--- src/rtl/inst_ram_load_ctrl.sv ---
// Boot-time loader for the byte-wide instruction RAM; hands the port to fetch when done.
// Optional running checksum of written bytes: define LOAD_CSUM_EN.
module inst_ram_load_ctrl #(
  parameter int ADDR_W = 8,
  parameter int DEPTH  = 256,
  parameter int CNT_W  = 9
) (
  input  logic              clk,
  input  logic              reset_n,
  input  logic              ld_valid,
  input  logic [31:0]       ld_data,
  input  logic              ld_last,
  output logic              ld_ready,
  input  logic              load_req,
  input  logic [ADDR_W-1:0] cpu_addr,
  output logic              cpu_run,
  output logic [ADDR_W-1:0] ram_addr,
  output logic [7:0]        ram_wdata,
  output logic              ram_we,
  output logic [CNT_W-1:0]  byte_count,
  output logic              ld_ovf,
  output logic [7:0]        ld_csum
);

  typedef enum logic [1:0] {
    ACCEPT = 2'd0,
    WRITE  = 2'd1,
    RUN    = 2'd2
  } state_t;

  localparam logic [ADDR_W-1:0] PTR_MAX = ADDR_W'(DEPTH - 1);
  localparam logic [CNT_W-1:0]  CNT_MAX = CNT_W'(DEPTH);

  state_t              state, state_n;
  logic [ADDR_W-1:0]   ptr, ptr_n;
  logic [1:0]          idx, idx_n;
  logic [31:0]         word, word_n;
  logic                last, last_n;
  logic                run_q, run_n;
  logic                we_q, we_n;
  logic [7:0]          wd_q, wd_n;
  logic [CNT_W-1:0]    cnt_q, cnt_n;
  logic                ovf_q, ovf_n;
  logic [31:0]         shifted;

`ifdef LOAD_CSUM_EN
  logic [7:0]          csum_q, csum_n;
`endif

  // Byte for the next write cycle, MSB first.
  always_comb begin
    shifted = word << {idx + 2'd1, 3'b000};
  end

  always_comb begin
    state_n = state;
    ptr_n   = ptr;
    idx_n   = idx;
    word_n  = word;
    last_n  = last;
    run_n   = 1'b0;
    we_n    = 1'b0;
    wd_n    = wd_q;
    cnt_n   = cnt_q;
    ovf_n   = ovf_q;
`ifdef LOAD_CSUM_EN
    csum_n  = csum_q;
`endif
    unique case (state)
      ACCEPT: begin
        if (ld_valid) begin
          word_n  = ld_data;
          last_n  = ld_last;
          idx_n   = 2'd0;
          state_n = WRITE;
          we_n    = 1'b1;
          wd_n    = ld_data[31:24];
        end
      end
      WRITE: begin
        if (ptr == PTR_MAX) begin
          ptr_n = '0;
          ovf_n = 1'b1;
        end else begin
          ptr_n = ptr + 1'b1;
        end
        if (cnt_q != CNT_MAX) cnt_n = cnt_q + 1'b1;
`ifdef LOAD_CSUM_EN
        csum_n = csum_q + wd_q;
`endif
        idx_n = idx + 2'd1;
        if (idx == 2'd3) begin
          state_n = last ? RUN : ACCEPT;
          run_n   = last;
        end else begin
          we_n = 1'b1;
          wd_n = shifted[31:24];
        end
      end
      RUN: begin
        run_n = 1'b1;
        if (load_req) begin
          state_n = ACCEPT;
          run_n   = 1'b0;
          ptr_n   = '0;
          cnt_n   = '0;
          ovf_n   = 1'b0;
`ifdef LOAD_CSUM_EN
          csum_n  = 8'h00;
`endif
        end
      end
      default: begin
        state_n = ACCEPT;
      end
    endcase
  end

  always_ff @(posedge clk) begin
    if (!reset_n) begin
      state <= ACCEPT;
      ptr   <= '0;
      idx   <= 2'd0;
      word  <= 32'h0;
      last  <= 1'b0;
      run_q <= 1'b0;
      we_q  <= 1'b0;
      wd_q  <= 8'h00;
      cnt_q <= '0;
      ovf_q <= 1'b0;
    end else begin
      state <= state_n;
      ptr   <= ptr_n;
      idx   <= idx_n;
      word  <= word_n;
      last  <= last_n;
      run_q <= run_n;
      we_q  <= we_n;
      wd_q  <= wd_n;
      cnt_q <= cnt_n;
      ovf_q <= ovf_n;
    end
  end

`ifdef LOAD_CSUM_EN
  always_ff @(posedge clk) begin
    if (!reset_n) csum_q <= 8'h00;
    else          csum_q <= csum_n;
  end
  assign ld_csum = csum_q;
`else
  assign ld_csum = 8'h00;
`endif

  assign ld_ready   = (state == ACCEPT);
  assign ram_addr   = (state == RUN) ? cpu_addr : ptr;
  assign cpu_run    = run_q;
  assign ram_we     = we_q;
  assign ram_wdata  = wd_q;
  assign byte_count = cnt_q;
  assign ld_ovf     = ovf_q;

endmodule

--- config.mk ---
export PLATFORM = sky130hd
export DESIGN_NAME = inst_ram_load_ctrl
export DESIGN_NICKNAME = d
export VERILOG_FILES = /design/src/rtl/inst_ram_load_ctrl.sv
export SDC_FILE = /design/constraint.sdc
export NUM_CORES = 1
export LEC_CHECK = 0
export CAP_MARGIN = 20
export CORE_ASPECT_RATIO = 0.5
export CORE_MARGIN = 3
export CORE_UTILIZATION = 50
export CTS_BUF_LIST = sky130_fd_sc_hd__clkbuf_4 sky130_fd_sc_hd__clkbuf_8
export CTS_CLUSTER_DIAMETER = 100
export DETAILED_ROUTE_END_ITERATION = 8
export PLACE_DENSITY_LB_ADDON = 0.3
export SLEW_MARGIN = 25
export SYNTH_ARGS = -nofsm -noshare
export SYNTH_HDL_FRONTEND = slang
export SYNTH_SLANG_ARGS = --single-unit
--- constraint.sdc ---
create_clock -name clk -period 1.9 [get_ports clk]
set_input_delay 0.38 -clock clk [delete_from_list [all_inputs] [get_ports clk]]
set_output_delay 0.38 -clock clk [all_outputs]
set_load 0.01 [all_outputs]
# Word-level counts from Yosys, hierarchy flattened

Cells that the tools add are included.

Word-level logic and storage cells: 61
Register bits after elaboration: 65
Output and inout bits: 37
Input port bits: 45

Reductions and logical operators: 10
$add $sub $neg: 3
Eq/ne operators: 11
Muxes and demuxes: 26
Shift operators: 1

Operators by type and width:

| operator                                             | count |
|---|---|
| 2-to-1 mux 8 bit                                     | 5 |
| one-hot mux 8 bit (2 select lines)                   | 2 |
| << shifter 32 x 5 -> 32 bit                          | 1 |
| 2-to-1 mux 9 bit                                     | 2 |
| one-hot mux 9 bit (2 select lines)                   | 1 |
| != test 2 bit (second input constant)                | 6 |
| AND reduction 3 bit                                  | 4 |
| 2-to-1 mux 2 bit                                     | 5 |
| adder 9 x 1 -> 9 bit (second input constant)         | 1 |
| != test 9 bit (second input constant)                | 1 |
| adder 8 x 1 -> 8 bit (second input constant)         | 1 |
| equality test 8 bit (second input constant)          | 1 |
| 2-to-1 mux 1 bit                                     | 6 |
| one-hot mux 1 bit (2 select lines)                   | 3 |
| one-hot mux 2 bit (3 select lines)                   | 1 |
| AND reduction 2 bit                                  | 3 |
| equality test 2 bit (second input constant)          | 2 |
| one-hot mux 2 bit (2 select lines)                   | 1 |
| nonzero test 2 bit                                   | 2 |
| adder 2 x 1 -> 2 bit (second input constant)         | 1 |
| equality test 2 x 1 -> 1 bit (second input constant) | 1 |
| zero test 2 bit                                      | 1 |

# Longest topological paths before layout

Word-level depth: 4
Depth in mapped cells: 8
Gate-level depth less buffers: 6

# Worst setup path after synthesis

No wires, ideal clock.

Path kind: register -> output
Start: reg state[0]
End: out ram_addr[0]
Path buffers: 2
Stages on the path, launching flop included: 6
Setup slack: 0.096 ns
Arrival time: 1.424 ns
Path through: dfxtp_1 -> inv_1 -> ha_1 -> buf_2 -> buf_1 -> mux2_2

Word-level cells in the longest chain between the ends: 2

RTL lines:

| what                     | RTL line | source |
|---|---|---|
| start: declaration       | 34       | `state_t state, state_n;` |
| start signal: assignment | 132      | `state <= state_n;` |
| equality test 2 bit      | 156      | `assign ram_addr = (state == RUN) ? cpu_addr : ptr;` |
| 2-to-1 mux 8 bit         | 156      |  |
| end: declaration         | 17       | `output logic [ADDR_W-1:0] ram_addr,` |

No other way between the ends.

# Worst setup path in the final report

Start: reg state[0]
End: out ram_addr[6]

The elaborated chain is that of the path after synthesis.

==> results list <==
- STA classifies the critical path startpoint as a flop.
- # fillers: 429
- In the layout the commonest cells are 83 x nand2_1, 64 x clkdlybuf4s50_1, 63 x dfxtp_1, 48 x a21oi_1, 17 x buf_4.
* Switching Power: 1.01 mW
- Failing checks: negative setup slack
- Final period util: 1.02
- At the later pin of the worst-skew pair, clock insertion delay measures 0.34 ns.
* Crit path buf inv count: 4
* Fraction of final layout cells with drive strength greater than 1: 0.178
- Number of flip-flops and latches in the synthesized netlist: 65
- The pre-antenna-repair detailed-routing pass consisted of 4 iterations.
- For this run, global-route usage on met2 was measured as 0.388.
* Data arrival at the endpoint of the critical path: 1.56 ns
- The global routing stage identified its most utilized layer as met2.
- Summed over all layers, the global routing overflow is 0.
- Number of unique standard cell types used by synthesis: 49
- For this run, design rule violations remaining after detail routing come to 0.
- CTS saw 65 sinks.
- Post-synth EDFFs: 0
- The signal on the critical path passes through inv_2, ha_4, buf_12, buf_6, mux2_4, buf_6.
- Routability-driven placement finished with a final weighted congestion of 0.767.
- The number of antenna violations at the first check in global routing was 0.
- The number of global-route vias before repair was 2637.
* Sequential power share: 0.457
* Endpoint required time on the critical path: 1.52 ns
* Violation count after the first detailed-routing iteration: 215
- The area growth from synthesis to layout is 37.6%.
- In this run the cell area measured after placement is 3990 um^2.
- Number of setup violations in the final report: 1
- The mapped netlist covers 3090 um^2.
- The worst path in the final design needs a cycle of 1.94 ns, including I/O delays and setup.
* Met1 Track Usage GR: 0.252
- Worst setup slack after placement: -0.0330 ns
- The die is 117 um wide.
- Clock tree from TritonCTS: yes
* Top achievable clock speed: 0.515 GHz
- After clock tree synthesis, the clock-pin slew on the worst setup and hold paths is 0.08 ns.
- Least setup slack across all paths after layout: -0.0425 ns
* Async set-reset flop share out of synthesis: 0
* Crit-path max cell delay: 0.34 ns
- Most used DFF post-synth: dfxtp_1
- CP Capture Type: output port
- Post-route design area: 4260 um^2
* Effective utilization at floorplan: 0.540
- The net count of the finished layout is 493.
- On the final layout, the worst hold slack is 0.457 ns.
- Number of buffers created by CTS: 9
- Launch point of the critical path: state[0]
- For this block, the via count after detailed routing is 2813.
- Tightest Hold Check Type: flop to flop
- In this run the clock root is driven by a clkbuf_8.
* Critical path's slowest cell: dfxtp_2
- Startpoint of the worst-slack reg-to-reg timing path: state[1]
* H-tree lvl count: 3
* Worst setup path category: flop to output port
- Routed via count divided by cell count: 5.33
* Leak pwr: 1.60 nW
- Unrepaired setup endpoints after global routing: true
- Post-synthesis sequential area ratio: 0.421
- Hold path startpoint: word[16]
* Number of endpoints with negative hold slack in the final report: 0
- Cell family with the largest share of critical-path delay: buffers and inverters
- Entering global routing, the biggest net connects 35 pins.
- Total instance count after detailed placement: 509
- The routed design has 7.51 mm of wire.
* Number of cells produced by synthesis: 354
* Max_cap viols: 0
- Combinational cell fraction of total power: 0.238
- Yosys Warn Count: 0
* Met3 track utilization from global routing: 0.0658
* Outcome: complete, but fails checks
- Post-detailed-route count of antenna-violating nets: 0
* Number of buffers inserted by hold repair at cts: 0
- Switching portion of total power: 0.300
- Total internal power: 2.35 mW
- Placeable core region: 5730 um^2
- Dividing total power by cell area gives a power density of 790 nW/um^2.
- I/O pin count: 82
- Excluding fillers, the count of instances in the completed layout stands at 528.
* Routed len/inst: 14.2 um
* DIE HEIGHT: 61.6 um
- The total count of max-transition violations in the final report was 0.
* Die outline area: 7220 um^2
* Global-route wire length before repair: 11.9 mm
* ANT cells: 0
* Most frequent standard cell in the layout excluding fill and tap cells: nand2_1
- Clock network fraction of total power: 0.305
- The clock passes through at most 2 buffers.
- Counting stages on the worst path, the most repeated cell is buf_6.
- Across every metal layer, demand over resource in global routing totals 0.215.
- Count of port buffers added during placement: 73
* Max Fanout on Critical Path: 6
- Average instance area after synthesis: 8.74 um^2
- R2R setup slack: 0.11 ns
- Worst setup skew after layout: 0.0104 ns
- In this run the core area contains 19 standard-cell rows.
* Detailed placement HPWL: 5.29 mm
- The worst-case IR drop observed on VDD is 0.000500 V.
==> registers in the layout, indices dropped and copies added, names as in the netlist, 2 cells and up <==
| register | count |
|---|---|
| word | 32 |
| byte_count | 9 |
| idx | 2 |
| ram_wdata | 8 |
| ptr | 8 |
| state | 2 |
==> tightest hold or removal path, cell delays in order (launching register included) <==
cell,delay (ns)
dfxtp_1,0.31
nand2_1,0.05
a21oi_1,0.05
==> per-layer routing <==
| layer | vias up | part of all wire |
|---|---|---|
| li1 | 1376 | - |
| met1 | 1339 | 0.43 |
| met2 | 92 | 0.50 |
| met3 | 6 | 0.060 |
| met4 | 0 | 0.0091 |
| met5 | - | 0 |
==> final cells by class <==
class                   instances  area [um^2]  area share
clock buffers                   9          124      0.0291
multi-input cells             261         1680       0.395
repair buffers                 95          967       0.227
inverters                       8         30.0     0.00705
flip-flops and latches         65         1300       0.306
clock inverters                 6         45.0      0.0106
well taps                      84          105      0.0247
==> synth_stat cells (all sizes together) (2+ instances only) <==
cell | count | area (um^2)
nand2 | 83 | 312
dfxtp | 65 | 1300
a21oi | 49 | 249
buf | 15 | 93.8
nor2 | 15 | 56.3
o21ai | 15 | 75.1
clkbuf | 12 | 45.0
mux2i | 12 | 124
mux2 | 9 | 101
ha | 8 | 100
mux4 | 8 | 180
inv | 7 | 26.3
nand3 | 6 | 30.0
nor3 | 6 | 35.0
xor2 | 5 | 43.8
nand2b | 4 | 25.0
nand4 | 4 | 25.0
xnor2 | 3 | 26.3
a21o | 2 | 15.0
and3 | 2 | 13.8
o21a | 2 | 15.0
or3 | 2 | 12.5
==> worst paths after layout <==
check                               endpoint  depth (start not counted)
worst min-delay path                word[16]                          2
worst max-delay path             ram_addr[6]                          6
worst max register to register  ram_wdata[2]                          9
worst min register to register      word[16]                          2
==> cells by family (layout without fill, tap and decap cells) <==
logic type | count (synthesis) | in the layout | share of synthesized area
other | 1 | 8 | 0.00121
buffers and inverters | 35 | 118 | 0.0546
and+or+nand+nor | 132 | 132 | 0.192
AOI/OAI and AO/OA | 76 | 76 | 0.145
adders and majority gates | 8 | 8 | 0.0324
muxes | 29 | 29 | 0.131
DFF | 65 | 65 | 0.421
xor gates and xnor gates | 8 | 8 | 0.0227
==> timing repair <==
item	CTS	global route
setup endpoints to repair	9	16
buffers inserted	3	0
cloned	1	0
pin swaps	1	0
resized for setup	43	12
==> power groups by stage <==
stage / clock (mW) / sequential (mW) / combinational, mW
after floorplan: 0 / 1.57 / 0.427
after global placement: 0 / 1.56 / 0.750
after detailed placement: 0 / 1.56 / 0.781
after CTS: 1.05 / 1.53 / 0.788
after global routing: 1.10 / 1.55 / 0.871
final: 1.02 / 1.53 / 0.801
==> stage by stage <==
| step | utilization | power (mW) | TNS [ns] |
|---|---|---|---|
| 3_3_place_gp | 0.696 | 2.31 | 0 |
| 4_1_cts | 0.735 | 3.37 | -0.144 |
| 5_1_grt | 0.743 | 3.52 | -0.198 |
| 3_5_place_dp | 0.696 | 2.34 | -0.0617 |
| 6_report | 0.743 | 3.36 | -0.0425 |
| 2_1_floorplan | - | 1.99 | 0 |
No activity file was read; power rests on OpenSTA's default activity.
